<file path="config.mk">
export PLATFORM = sky130hd
export DESIGN_NAME = vc_alloc_requester
export DESIGN_NICKNAME = d
export VERILOG_FILES = /design/src/rtl/vc_alloc_requester_pkg.sv /design/src/rtl/onehot_to_bin.sv /design/src/rtl/vc_alloc_requester.sv
export SDC_FILE = /design/constraint.sdc
export NUM_CORES = 1
export LEC_CHECK = 0
export ABC_AREA = 1
export CORE_MARGIN = 4
export CORE_UTILIZATION = 39
export DETAILED_ROUTE_END_ITERATION = 7
export PLACE_DENSITY = 0.75
export SETUP_SLACK_MARGIN = 0.1
export SLEW_MARGIN = 20
export SYNTH_ARGS = -nofsm -noshare
export SYNTH_HDL_FRONTEND = slang
export SYNTH_SLANG_ARGS = --single-unit
</file>
<file path="constraint.sdc">
create_clock -name clk -period 2.1 [get_ports clk]
set_clock_uncertainty 0.15 [all_clocks]
set_input_delay 0.63 -clock clk [delete_from_list [all_inputs] [get_ports clk]]
set_output_delay 0.63 -clock clk [all_outputs]
set_load 0.01 [all_outputs]
</file>
<file path="src/rtl/vc_alloc_requester_pkg.sv">
// vr_alloc_pkg: shared VC-state encoding and one-hot helper for the VC allocator requestor.
package vr_alloc_pkg;
    typedef enum logic [1:0] {VC_IDLE = 2'b00, VC_WAIT_ALLOC = 2'b01, VC_ACTIVE = 2'b10} vc_state_e;
    function automatic logic is_onehot(input logic [31:0] v);
        return (v != 32'd0) && ((v & (v - 32'd1)) == 32'd0);
    endfunction
endpackage

</file>
<file path="src/rtl/onehot_to_bin.sv">
// onehot_to_bin: converts a one-hot vector to its binary index.
module onehot_to_bin #(
    parameter int N = 4,
    localparam int W = (N > 1) ? $clog2(N) : 1
) (
    input  logic [N-1:0] onehot_i,
    output logic [W-1:0] bin_o
);
    always_comb begin
        bin_o = '0;
        for (int k = 0; k < N; k++) bin_o = onehot_i[k] ? (bin_o | W'(k)) : bin_o;
    end
endmodule

</file>
<file path="src/rtl/vc_alloc_requester.sv">
// vc_alloc_requester: per-input-VC allocation FSMs, request matrix and output-VC ownership bitmap.
module vc_alloc_requester
    import vr_alloc_pkg::*;
#(
    parameter int NUM_VCS     = 4,
    parameter int NUM_OUT_VCS = NUM_VCS,
    parameter int OUTVC_W     = $clog2(NUM_OUT_VCS)
) (
    input  logic                                  clk,
    input  logic                                  reset,
    input  logic [NUM_VCS-1:0]                    head_valid,
    input  logic [NUM_VCS-1:0]                    head_is_head,
    input  logic [NUM_VCS-1:0][NUM_OUT_VCS-1:0]   cand_mask,
    input  logic [NUM_VCS-1:0]                    tail_sent,
    output logic [NUM_VCS-1:0][NUM_OUT_VCS-1:0]   requests,
    input  logic [NUM_VCS-1:0][NUM_OUT_VCS-1:0]   grants,
    output logic [NUM_VCS-1:0]                    vc_active,
    output logic [NUM_VCS-1:0][OUTVC_W-1:0]       vc_out_id,
    output logic [NUM_OUT_VCS-1:0]                outvc_busy,
    output logic                                  alloc_err
);
    vc_state_e                  state_q [NUM_VCS];
    vc_state_e                  state_d [NUM_VCS];
    logic [OUTVC_W-1:0]         out_id_q [NUM_VCS];
    logic [OUTVC_W-1:0]         out_id_d [NUM_VCS];
    logic [OUTVC_W-1:0]         grant_bin [NUM_VCS];
    logic [NUM_OUT_VCS-1:0]     busy_q, busy_d, taken, clr;
    logic [NUM_VCS-1:0]         legal, accept, release_vc;
    logic                       err_q, err_d, dup_own;

    genvar i;
    generate
        for (i = 0; i < NUM_VCS; i++) begin : g_vc
            assign requests[i]   = (state_q[i] == VC_WAIT_ALLOC) ? (cand_mask[i] & ~busy_q) : '0;
            assign legal[i]      = (state_q[i] == VC_WAIT_ALLOC) && is_onehot(32'(grants[i]))
                                   && ((grants[i] & ~requests[i]) == '0);
            assign release_vc[i] = (state_q[i] == VC_ACTIVE) && tail_sent[i];
            assign vc_active[i]  = state_q[i] == VC_ACTIVE;
            assign vc_out_id[i]  = out_id_q[i];
            onehot_to_bin #(.N(NUM_OUT_VCS)) u_o2b (.onehot_i(grants[i]), .bin_o(grant_bin[i]));
            always_comb begin
                state_d[i]  = accept[i] ? VC_ACTIVE : release_vc[i] ? VC_IDLE :
                              (state_q[i] == VC_IDLE && head_valid[i] && head_is_head[i]) ? VC_WAIT_ALLOC : state_q[i];
                out_id_d[i] = accept[i] ? grant_bin[i] : out_id_q[i];
            end
            always_ff @(posedge clk or posedge reset) begin
                if (reset) begin
                    state_q[i]  <= VC_IDLE;
                    out_id_q[i] <= '0;
                end else begin
                    state_q[i]  <= state_d[i];
                    out_id_q[i] <= out_id_d[i];
                end
            end
        end
    endgenerate

    // Fixed-priority scan: an output VC already claimed by a lower-index VC rejects later grants.
    always_comb begin
        taken  = '0;
        accept = '0;
        clr    = '0;
        err_d  = err_q;
        for (int k = 0; k < NUM_VCS; k++) begin
            accept[k] = legal[k] && ((grants[k] & taken) == '0);
            taken     = accept[k] ? (taken | grants[k]) : taken;
            clr       = release_vc[k] ? (clr | (NUM_OUT_VCS'(1) << out_id_q[k])) : clr;
            err_d     = err_d | ((grants[k] != '0) && !accept[k])
                              | (tail_sent[k] && state_q[k] != VC_ACTIVE)
                              | (state_q[k] == VC_IDLE && head_valid[k] && !head_is_head[k]);
        end
        busy_d = (busy_q & ~clr) | taken;
    end

    always_ff @(posedge clk or posedge reset) begin
        if (reset) begin
            busy_q <= '0;
            err_q  <= 1'b0;
        end else begin
            busy_q <= busy_d;
            err_q  <= err_d;
        end
    end

    assign outvc_busy = busy_q;
    assign alloc_err  = err_q;

    always_comb begin
        dup_own = 1'b0;
        for (int a = 0; a < NUM_VCS; a++)
            for (int b = a + 1; b < NUM_VCS; b++)
                dup_own = dup_own | (state_q[a] == VC_ACTIVE && state_q[b] == VC_ACTIVE && out_id_q[a] == out_id_q[b]);
    end

    a_no_dup_owner: assert property (@(posedge clk) disable iff (reset) !dup_own);
endmodule

</file>
* Word level (Yosys, flattened, before mapping) *
Index checks and enable logic that the tools add are counted.

cells by class
  add/subtract/negate cells = 4
  eq/ne operators = 12
  shifts and indexed selects = 4
  muxes and demuxes = 36
  bitwise gates (word level) = 41
  reductions and logical operators = 70

operators by type and width
  kind                                                  number
  AND 4 x 32 -> 32 bit                                  4
  zero test 32 bit                                      4
  AND 4 bit                                             12
  two-way mux 4 bit                                     12
  two-way mux 2 bit                                     20
  logical AND 1 bit                                     39
  zero test 4 bit                                       7
  bitwise OR 4 bit                                      7
  inverter 4 bit                                        6
  subtractor 4 x 1 -> 5 bit (second input constant)     4
  nonzero test 4 bit                                    4
  left shift 1 x 2 -> 4 bit (first input constant)      4
  bitwise OR 1 bit                                      12
  nonzero test 3 bit                                    4
  equality test 2 x 1 -> 1 bit (second input constant)  4
  equality test 2 bit (second input constant)           4
  zero test 1 bit                                       8
  zero test 2 bit                                       4
  inequality test 2 bit (second input constant)         4
  two-way mux 1 bit                                     4

storage, ports and cells
  register bits after elaboration = 21
  bits of input ports = 46
  output and inout port bits = 33
  word-level logic and storage cells = 177

* Depth between registers and ports, before layout *
Gate-level depths: netlist of run 1.

  depth after elaboration = 24
  gate-level depth with buffers = 22
  mapped depth without buffers = 22

* By module *
Synthesis of run 1 repeated with hierarchy kept, for this count alone.

second synthesis, totals
  cell total of the unflattened synthesis = 310
  area total of the unflattened synthesis = 1,855.5 um2

by module, submodules not included
  module              times used  cells each  area an instance (um2)  sequential area each (um2)
  vc_alloc_requester  1           290         1,780.5                 525.5
  onehot_to_bin       4           5           18.8                    0.0

* Worst setup path after synthesis of run 1 *
OpenSTA, ideal clock, no wires.

  path type = input-to-reg
  start = in grants[0] in the netlist's numbering
  end = reg state_q[1] in the netlist's numbering
  library setup time = 135 ps
  arrival = 2,164 ps
  data required time = 1,815 ps
  slack = -349 ps
  cell stages on the path = 20
  path buffers = 0
  path through = inv_1 > nand2_1 > o21ai_0 > nand3_1 > nor2_4 > nand3_2 > nand2_1 > nand2_1 > nand4_1 > nand2_1 > nand2_1 > nand2_2 > nor2_4 > nand3_1 > nand2_1 > nand2_1 > nand2_2 > inv_2 > nand2_2 > o21ai_1

on the way
  word-level cells in the longest chain between the ends = 19
  elaborated cells on any way between the ends = 25
  those cells by class = add/sub (1); mux (4); bitwise (7); reduce/logical (13)

ends and longest elaborated chain
  element                                                                   line                         text
  start: declaration                                                        vc_alloc_requester.sv:16     input logic [NUM_VCS-1:0][NUM_OUT_VCS-1:0] grants,
  subtractor 4 x 1 -> 5 bit                                                 vc_alloc_requester_pkg.sv:5  return (v != 32'd0) && ((v & (v - 32'd1)) == 32'd0);
  AND 4 x 32 -> 32 bit                                                      vc_alloc_requester_pkg.sv:5
  zero test 32 bit                                                          vc_alloc_requester_pkg.sv:5
  logical AND 1 bit                                                         vc_alloc_requester_pkg.sv:5
  logical AND 1 bit                                                         vc_alloc_requester.sv:35     assign legal[i] = (state_q[i] == VC_WAIT_ALLOC) && is_onehot(32'(grants[i]))
  logical AND 1 bit                                                         vc_alloc_requester.sv:36     && ((grants[i] & ~requests[i]) == '0);
  two-way mux 4 bit *                                                       vc_alloc_requester.sv:66     taken = accept[k] ? (taken | grants[k]) : taken;
  AND 4 bit                                                                 vc_alloc_requester.sv:65     accept[k] = legal[k] && ((grants[k] & taken) == '0);
  (+3 left out)                                                             n/a
  AND 4 bit                                                                 vc_alloc_requester.sv:65
  zero test 4 bit                                                           vc_alloc_requester.sv:65
  logical AND 1 bit                                                         vc_alloc_requester.sv:65
  two-way mux 4 bit *                                                       vc_alloc_requester.sv:66
  AND 4 bit *                                                               vc_alloc_requester.sv:65
  zero test 4 bit *                                                         vc_alloc_requester.sv:65
  logical AND 1 bit *                                                       vc_alloc_requester.sv:65
  nonzero test 3 bit (no source line) or two-way mux 2 bit (tied branches)  n/a
  end signal: indexed assignment                                            vc_alloc_requester.sv:51     state_q[i] <= state_d[i];
  end: declaration                                                          vc_alloc_requester.sv:22     vc_state_e state_q [NUM_VCS];

Every way passes the cells marked *; elsewhere a longest branch is shown, timed or not.
A chain may end at the register's enable or synchronous reset.

* Worst setup path in the final report of run 1 *
  start = reg state_q[7] in the netlist's numbering
  end = reg busy_q[3] (netlist: outvc_busy[3])

on the way
  word-level cells in the longest chain between the ends = 20
  elaborated cells on any way between the ends = 35
  those cells by class = eq/ne (2); mux (9); bitwise (14); reduce/logical (10)

ends and longest elaborated chain
  element                       line                                                text
  equality test 2 x 1 -> 1 bit  vc_alloc_requester.sv:34, vc_alloc_requester.sv:35
  two-way mux 4 bit             vc_alloc_requester.sv:34                            assign requests[i] = (state_q[i] == VC_WAIT_ALLOC) ? (cand_mask[i] & ~busy_q) : '0;
  inverter 4 bit                vc_alloc_requester.sv:36
  AND 4 bit                     vc_alloc_requester.sv:36
  zero test 4 bit               vc_alloc_requester.sv:36
  logical AND 1 bit             vc_alloc_requester.sv:36
  two-way mux 4 bit             vc_alloc_requester.sv:66
  AND 4 bit                     vc_alloc_requester.sv:65
  (+5 left out)                 n/a
  logical AND 1 bit             vc_alloc_requester.sv:65
  two-way mux 4 bit             vc_alloc_requester.sv:66
  AND 4 bit                     vc_alloc_requester.sv:65
  zero test 4 bit               vc_alloc_requester.sv:65
  logical AND 1 bit             vc_alloc_requester.sv:65
  two-way mux 4 bit             vc_alloc_requester.sv:66
  bitwise OR 4 bit *            vc_alloc_requester.sv:72                            busy_d = (busy_q & ~clr) | taken;
  named net busy_d[3]           vc_alloc_requester.sv:27                            logic [NUM_OUT_VCS-1:0] busy_q, busy_d, taken, clr;
  end signal: assignment        vc_alloc_requester.sv:80                            busy_q <= busy_d;
  end: declaration              vc_alloc_requester.sv:27

The timed path passes the listed nets; every way through them passes the cells marked *.

==> flow_metrics.env, run 1 <==
export IMPL_status="finished with violations"
export IMPL_violations="setup timing"
export IMPL_path_clk_slew_ns=0.09
export IMPL_synth_simple_area_share=0.4234
export IMPL_share_comb_of_total_power=0.697
export IMPL_timing_final_ws_setup_ns=-0.6886
export IMPL_track_usage=0.2792
export IMPL_grt_pass1_wl_mm=13.57
export IMPL_hp_start="vc_out_id[5]$_DFFE_PP0N_"
export IMPL_syn_instance_count=315
export IMPL_switchingPower_mw=1.598
export IMPL_dr_wl_met3_um=830
export IMPL_power_mw=3.538
export IMPL_synth_most_common_cell="nand2_1"
export IMPL_syn_num_nets=361
export IMPL_crit_fanout=6
export IMPL_drt_iter0_drc=334
export IMPL_critPathArrivalTime_ns=2.81
export IMPL_drc=0
export IMPL_cp_top_family="simple AND/OR/NAND/NOR gates"
export IMPL_rr_worst_depth=20
export IMPL_cp_common_cell="nand2_2"
export IMPL_firstDrtPassIters=7
export IMPL_p_leak_nw=2.076
export IMPL_setup_viol=19
export IMPL_drt_met1_wl_mm=3.336
export IMPL_clock_sinks=21
export IMPL_detailroute_via_count=3133
export IMPL_dp_hpwl_mm=6.023
export IMPL_die_area_mm2=0.006011
export IMPL_fp_dieH_um=77.53
export IMPL_final_util=0.8368
export IMPL_synth_top_area_share=0.2787
export IMPL_clockBufferDepth=2
export IMPL_postLayoutCellArea_mm2=0.003926
export IMPL_slew_viol_final=0
export IMPL_post_route_period_util=1.328
export IMPL_seqPwrFrac=0.218
export IMPL_clock_fmax_mhz=358.6
export IMPL_r2r_end="outvc_busy[3]$_DFF_PP0_"
export IMPL_synth_seq_cells=21
export IMPL_power_density_mw_per_mm2=901.1
export IMPL_r2r_start="state_q[7]$_DFFE_PP0P_"
export IMPL_clock_latency_ns=0.28
export IMPL_h_tree_depth=1
export IMPL_yosys_area_top_type="dfrtp_1"
export IMPL_area_delta_synth_final_pct=108.2
export IMPL_async_flop_share=1.000
export IMPL_routed_via_density=5.575
export IMPL_cp_end_kind="register"
export IMPL_synth_avg_cell_area_um2=5.986
export IMPL_worst_ep_required_time_ns=2.12
export IMPL_synthTopCellsByCount="nand2_1, inv_1, nor2_1"
export IMPL_maxCapViolCount=0
export IMPL_wl_per_cell_um=17.08
export IMPL_cts_root_buffer="clkbuf_8"
export IMPL_synth_fa_ha_area_frac=0
export IMPL_syn_cell_area_mm2=0.001886
export IMPL_n_antenna_cell=0
export IMPL_pwr_share_clk=0.085
export IMPL_path_buf_inv=1
export IMPL_rsz0062_at_grt="yes"
export IMPL_cp_cell_sequence="nor2_4 -> nand2_2 -> nand2_2 -> nand2_2 -> nor2_4 -> nand3_2 -> nand2_2 -> inv_1 -> nand4_1 -> nand2_2 -> nand2_2 -> nand2_2 -> nor2_4 -> nand3_2 -> nand2_2 -> nand2_2 -> nand3_2 -> nor2_4 -> nand2_1 -> nand2_1"
export IMPL_synthMuxAreaShare=0
export IMPL_first_global_vias=3006
export IMPL_ant_nets=0
export IMPL_hold_class="reg -> reg"
export IMPL_finalCriticalPeriod_ns=2.789
export IMPL_synth_area_leaders="dfrtp_1, nand2_1, inv_1"
export IMPL_numCtsBuffers=3
export IMPL_ys_types=26
export IMPL_crit_type="reg -> reg"
export IMPL_synth_top_family_by_area="simple AND/OR/NAND/NOR gates"
export IMPL_route_met2_wl_mm=4.714
export IMPL_antenna_found_initial=0
export IMPL_portBuffers=78
export IMPL_num_rows=25
export IMPL_hold_end="vc_out_id[5]$_DFFE_PP0N_"
export IMPL_hold_violations=0
export IMPL_peakVddDrop_mv=0.6468
export IMPL_layout_nets=555
export IMPL_cts_tree="yes"
export IMPL_worstMarginPinSlew_ns=0.3096
export IMPL_crit_slowest_cell="dfrtp_1"
export IMPL_synth_xor_area_frac=0
export IMPL_relSlewSlack=0.7918
export IMPL_initial_core_util=0.4019
export IMPL_place_congestion=0.9275
export IMPL_switching_share=0.4516
export IMPL_synth_compound_area_frac=0.1586
export IMPL_hold_path_cell_count=2
export IMPL_ios=79
export IMPL_yosys_warnings=0
export IMPL_dpl_instance_area_mm2=0.003369
export IMPL_grt_max_degree=22
export IMPL_ys_flop_type="dfrtp_1"
export IMPL_postCtsHoldBufs=0
export IMPL_slowest_delay_ns=0.44
export IMPL_top_layer_used="met4"
export IMPL_drt_wl_total_mm=9.600
export IMPL_ys_seq_area_frac=0.2787
export IMPL_r2r_setup_slack_ns=-0.69
export IMPL_die_x_um=77.53
export IMPL_fp_coreArea_mm2=0.004692
export IMPL_holdWs_ns=0.4427
export IMPL_start_kind="register"
export IMPL_synth_edf_count=0
export IMPL_final_layout_size_suffix_gt1_frac=0.4980
export IMPL_p_int_mw=1.940
export IMPL_grt_remaining_overflow=0
[worst register-to-register path: stages (launching register included)]
cell	delay (ns)
dfrtp_1	0.44
nor2_4	0.21
nand2_2	0.10
nand2_2	0.08
nand2_2	0.07
nor2_4	0.21
nand3_2	0.15
nand2_2	0.09
inv_1	0.05
nand4_1	0.12
nand2_2	0.08
nand2_2	0.09
nand2_2	0.08
nor2_4	0.17
nand3_2	0.13
nand2_2	0.11
nand2_2	0.07
nand3_2	0.10
nor2_4	0.06
nand2_1	0.07
nand2_1	0.05
[repair_timing]
action                                  in CTS  in global routing
pin swaps                                   64                 37
buffers inserted                            24                  8
gates resized for setup                    216                 58
endpoints found under the setup margin      52                 40
[worst max path at each step]
| stage | start | to | slack [ns] | depth (start not counted) |
|---|---|---|---|---|
| after floorplan | cand_mask[0] | state_q[1]$_DFFE_PP0P_ | -0.32 | 21 |
| after global placement | cand_mask[0] | state_q[1]$_DFFE_PP0P_ | -1.04 | 22 |
| after detailed placement | grants[2] | alloc_err$_DFF_PP0_ | -1.18 | 21 |
| after CTS | state_q[6]$_DFFE_PP0P_ | state_q[1]$_DFFE_PP0P_ | -0.46 | 21 |
| after global routing | grants[7] | vc_out_id[7]$_DFFE_PP0N_ | -0.84 | 21 |
| final | state_q[7]$_DFFE_PP0P_ | outvc_busy[3]$_DFF_PP0_ | -0.69 | 20 |
[sequential cells by signal (all words and copies together), names as in the netlist]
name,cells
alloc_err,1
outvc_busy,4
state_q,8
vc_out_id,8
[per-layer routing]
metal | GRT usage | vias up
met4 | 0.1352 | 0
met5 | 0 | -
met2 | 0.5164 | 246
met1 | 0.3098 | 1414
li1 | - | 1393
met3 | 0.04060 | 80
[cell usage in the layout (no fill, tap or decap), drive strengths merged]
cell type,netlist,routed
buf,0,134
nand2,84,84
inv,70,70
nor2,44,44
nand3,29,29
clkdlybuf4s50,0,24
dfrtp,21,21
dlygate4sd2,0,19
a21oi,14,14
nor3,12,12
o21ai,12,12
clkbuf,0,8
a31oi,7,7
nand4,6,6
o22ai,4,4
clkdlybuf4s15,0,4
o211ai,3,3
dlymetal6s2s,0,3
o2111ai,3,3
a311oi,2,2
o31ai,2,2
and2,1,1
o21a,1,1
clkinvlp,0,1
[layout make-up]
| type | count | area (um^2) |
|---|---|---|
| Timing Repair Buffer | 189 | 1617 |
| Multi-Input combinational cell | 224 | 1386 |
| Fill cell | 285 | 765.7 |
| Sequential cell | 21 | 526.8 |
| Inverter | 70 | 280.3 |
| Tap cell | 54 | 67.56 |
| Clock buffer | 3 | 41.29 |
| Clock inverter | 1 | 7.507 |
[metrics by stage]
stage	setup WS [ns]	instances	TNS, ns
6_report	-0.6886	562	-7.686
5_1_grt	-0.8445	562	-10.07
4_1_cts	-0.4583	556	-4.864
3_5_place_dp	-1.177	529	-25.76
3_3_place_gp	-1.043	529	-23.87
2_1_floorplan	-0.3228	315	-2.682
[power groups by stage]
stage / clock network (mW) / logic [mW] / registers [mW]
4_1_cts: 0.291 / 2.21 / 0.747
6_report: 0.301 / 2.47 / 0.772
3_5_place_dp: 0 / 1.85 / 0.782
2_1_floorplan: 0 / 0.695 / 0.783
3_3_place_gp: 0 / 1.81 / 0.775
5_1_grt: 0.314 / 2.63 / 0.787
[logic make-up after synthesis]
kind of cell,count (synthesis)
AOI/OAI and AO/OA,48
buffers and inverters,70
DFF,21
and+or+nand+nor,176
Power figures use the tool's default switching activity.
==> run 2, diff against run 1 <==
--- a/config.mk
+++ b/config.mk
@@ -8,10 +8,11 @@
 export ABC_AREA = 1
 export CORE_MARGIN = 4
 export CORE_UTILIZATION = 39
+export CTS_CLUSTER_SIZE = 8
 export DETAILED_ROUTE_END_ITERATION = 7
 export PLACE_DENSITY = 0.75
-export SETUP_SLACK_MARGIN = 0.1
 export SLEW_MARGIN = 20
 export SYNTH_ARGS = -nofsm -noshare
 export SYNTH_HDL_FRONTEND = slang
 export SYNTH_SLANG_ARGS = --single-unit
+export TNS_END_PERCENT = 20
==> run 2 against run 1 <==
Effect of this change: the run still ends with setup timing left; register-to-register slack improved by 0.02 ns; power fell by 10%; worst setup slack got worse by 0.019 ns; non-clock buffer count fell by 3; maximum frequency fell by 0.67%; flip-flop and latch count did not move; via count fell by 1.2%; die area did not move; worst hold slack got worse by 0.0098 ns; count of clock-buffer cells in the layout rose by 1.
==> flow_metrics.env, run 2 (synthesized netlist as in run 1, its figures left out) <==
export IMPL_status="finished with violations"
export IMPL_violations="setup timing"
export IMPL_postLayoutCellArea_mm2=0.003766
export IMPL_clock_latency_ns=0.26
export IMPL_ant_nets=0
export IMPL_crit_type="in -> reg"
export IMPL_hold_violations=0
export IMPL_grt_max_degree=22
export IMPL_cp_cell_sequence="dlygate4sd2_1 -> nand2_2 -> o21ai_2 -> nand4_1 -> nor3_2 -> nand3_2 -> nand2_2 -> nand2_2 -> inv_2 -> nor2_4 -> nand3_2 -> nand2_2 -> nand2_2 -> nand2_2 -> nor2_4 -> nand2_4 -> nand2_2 -> nand2_2"
export IMPL_layout_nets=552
export IMPL_cp_common_cell="nand2_2"
export IMPL_power_density_mw_per_mm2=843.7
export IMPL_slowest_delay_ns=0.33
export IMPL_relSlewSlack=0.8005
export IMPL_crit_slowest_cell="nor3_2"
export IMPL_antenna_found_initial=0
export IMPL_n_antenna_cell=0
export IMPL_rsz0062_at_grt="yes"
export IMPL_detailroute_via_count=3096
export IMPL_critPathArrivalTime_ns=2.82
export IMPL_die_area_mm2=0.006011
export IMPL_maxCapViolCount=0
export IMPL_hold_class="reg -> reg"
export IMPL_crit_fanout=5
export IMPL_initial_core_util=0.4019
export IMPL_worstMarginPinSlew_ns=0.2977
export IMPL_clockBufferDepth=2
export IMPL_clock_sinks=21
export IMPL_slew_viol_final=0
export IMPL_cp_top_family="simple AND/OR/NAND/NOR gates"
export IMPL_drt_iter0_drc=236
export IMPL_drc=0
export IMPL_holdWs_ns=0.4329
export IMPL_num_rows=25
export IMPL_routed_via_density=5.538
export IMPL_first_global_vias=2646
export IMPL_layoutNonFillerInstCount=559
export IMPL_peakVddDrop_mv=0.7110
export IMPL_drt_wl_total_mm=9.239
export IMPL_timing_final_ws_setup_ns=-0.7073
export IMPL_finalCriticalPeriod_ns=2.807
export IMPL_dpl_instance_area_mm2=0.003304
export IMPL_h_tree_depth=1
export IMPL_wl_per_cell_um=16.53
export IMPL_dp_hpwl_mm=5.831
export IMPL_final_layout_size_suffix_gt1_frac=0.4634
export IMPL_fp_dieH_um=77.53
export IMPL_cts_tree="yes"
export IMPL_firstDrtPassIters=5
export IMPL_setup_tns_ns=-9.800
export IMPL_power_mw=3.178
export IMPL_p_leak_nw=1.995
export IMPL_post_route_period_util=1.337
export IMPL_area_delta_synth_final_pct=99.73
export IMPL_die_x_um=77.53
export IMPL_path_buf_inv=2
export IMPL_final_cell_mix="buf_4, inv_1, nand2_1"
export IMPL_place_congestion=0.9676
export IMPL_portBuffers=78
export IMPL_ios=79
export IMPL_worst_ep_required_time_ns=2.11
export IMPL_path_clk_slew_ns=0.08
export IMPL_placed_cells=522
export IMPL_start_kind="primary input"
export IMPL_cts_root_buffer="clkbuf_8"
export IMPL_final_common_cell="buf_4"
export IMPL_fp_coreArea_mm2=0.004692
export IMPL_setup_viol=25
export IMPL_cp_end_kind="register"
export IMPL_clock_fmax_mhz=356.2
export IMPL_numCtsBuffers=3
export IMPL_grt_pass1_wl_mm=12.12
export IMPL_track_usage=0.2506
export IMPL_grt_remaining_overflow=0
==> run 2: path summary, 6_finish.rpt <==
path / start / end / slack, ns / depth (start not counted)
hold reg to reg: vc_out_id[7]$_DFFE_PP0N_ / vc_out_id[7]$_DFFE_PP0N_ / 0.43 / 2
max in group asynchronous: reset / vc_out_id[7]$_DFFE_PP0N_ / 1.00 / 3
setup reg to reg: state_q[5]$_DFFE_PP0P_ / vc_out_id[7]$_DFFE_PP0N_ / -0.67 / 21
min in group asynchronous: reset / state_q[7]$_DFFE_PP0P_ / 0.56 / 3
setup / recovery: cand_mask[5] / vc_out_id[7]$_DFFE_PP0N_ / -0.71 / 18
hold / removal: vc_out_id[7]$_DFFE_PP0N_ / vc_out_id[7]$_DFFE_PP0N_ / 0.43 / 2
==> run 2: power breakdown <==
part	switching [mW]	internal [mW]
clock	0.137	0.136
sequential	0.246	0.579
combinational	1.07	1.01
total	1.45	1.73
==> run 2: cell type report <==
cell class,count,area (um^2)
repair buffers,186,1533
multi-input cells,224,1329
fillers,310,925.9
flip-flops and latches,21,526.8
inverters,70,265.3
well taps,54,67.56
clock buffers,4,45.04
==> run 2: metrics by stage <==
| step | setup slack, ns | utilization |
|---|---|---|
| after global routing | -0.8073 | 0.8027 |
| after CTS | -0.4568 | 0.7637 |
| after floorplan | -0.3317 | - |
| after detailed placement | -1.100 | 0.7043 |
| after global placement | -1.013 | 0.7043 |
| final | -0.7073 | 0.8027 |
==> run 2: timing repair <==
action / CTS / global route
endpoints found under the setup margin: 39 / 33
hold endpoints to repair: 0 / 0
gates cloned: 0 / 0
hold buffers: 0 / 0
gates resized for setup: 162 / 47
pin swaps: 63 / 42
buffers inserted: 21 / 12
==> run 2: routing by layer <==
metal | GRT usage | part of all wire
met5 | 0 | 0
met1 | 0.2885 | 0.37
met4 | 0.09075 | 0.067
met2 | 0.4577 | 0.48
met3 | 0.04756 | 0.086
==> run 2: worst min-delay path: stages, from the launching register on <==
cell and delay, ns:
dfrtp_2 0.43, nand2_2 0.07, nand2_2 0.06
==> run 3, diff against run 2 <==
--- a/config.mk
+++ b/config.mk
@@ -11,7 +11,7 @@
 export CTS_CLUSTER_SIZE = 8
 export DETAILED_ROUTE_END_ITERATION = 7
 export PLACE_DENSITY = 0.75
-export SLEW_MARGIN = 20
+export SLEW_MARGIN = 30
 export SYNTH_ARGS = -nofsm -noshare
 export SYNTH_HDL_FRONTEND = slang
 export SYNTH_SLANG_ARGS = --single-unit
==> results of run 3 <==
The final DEF is identical to that of run 2; final timing and power are the same.
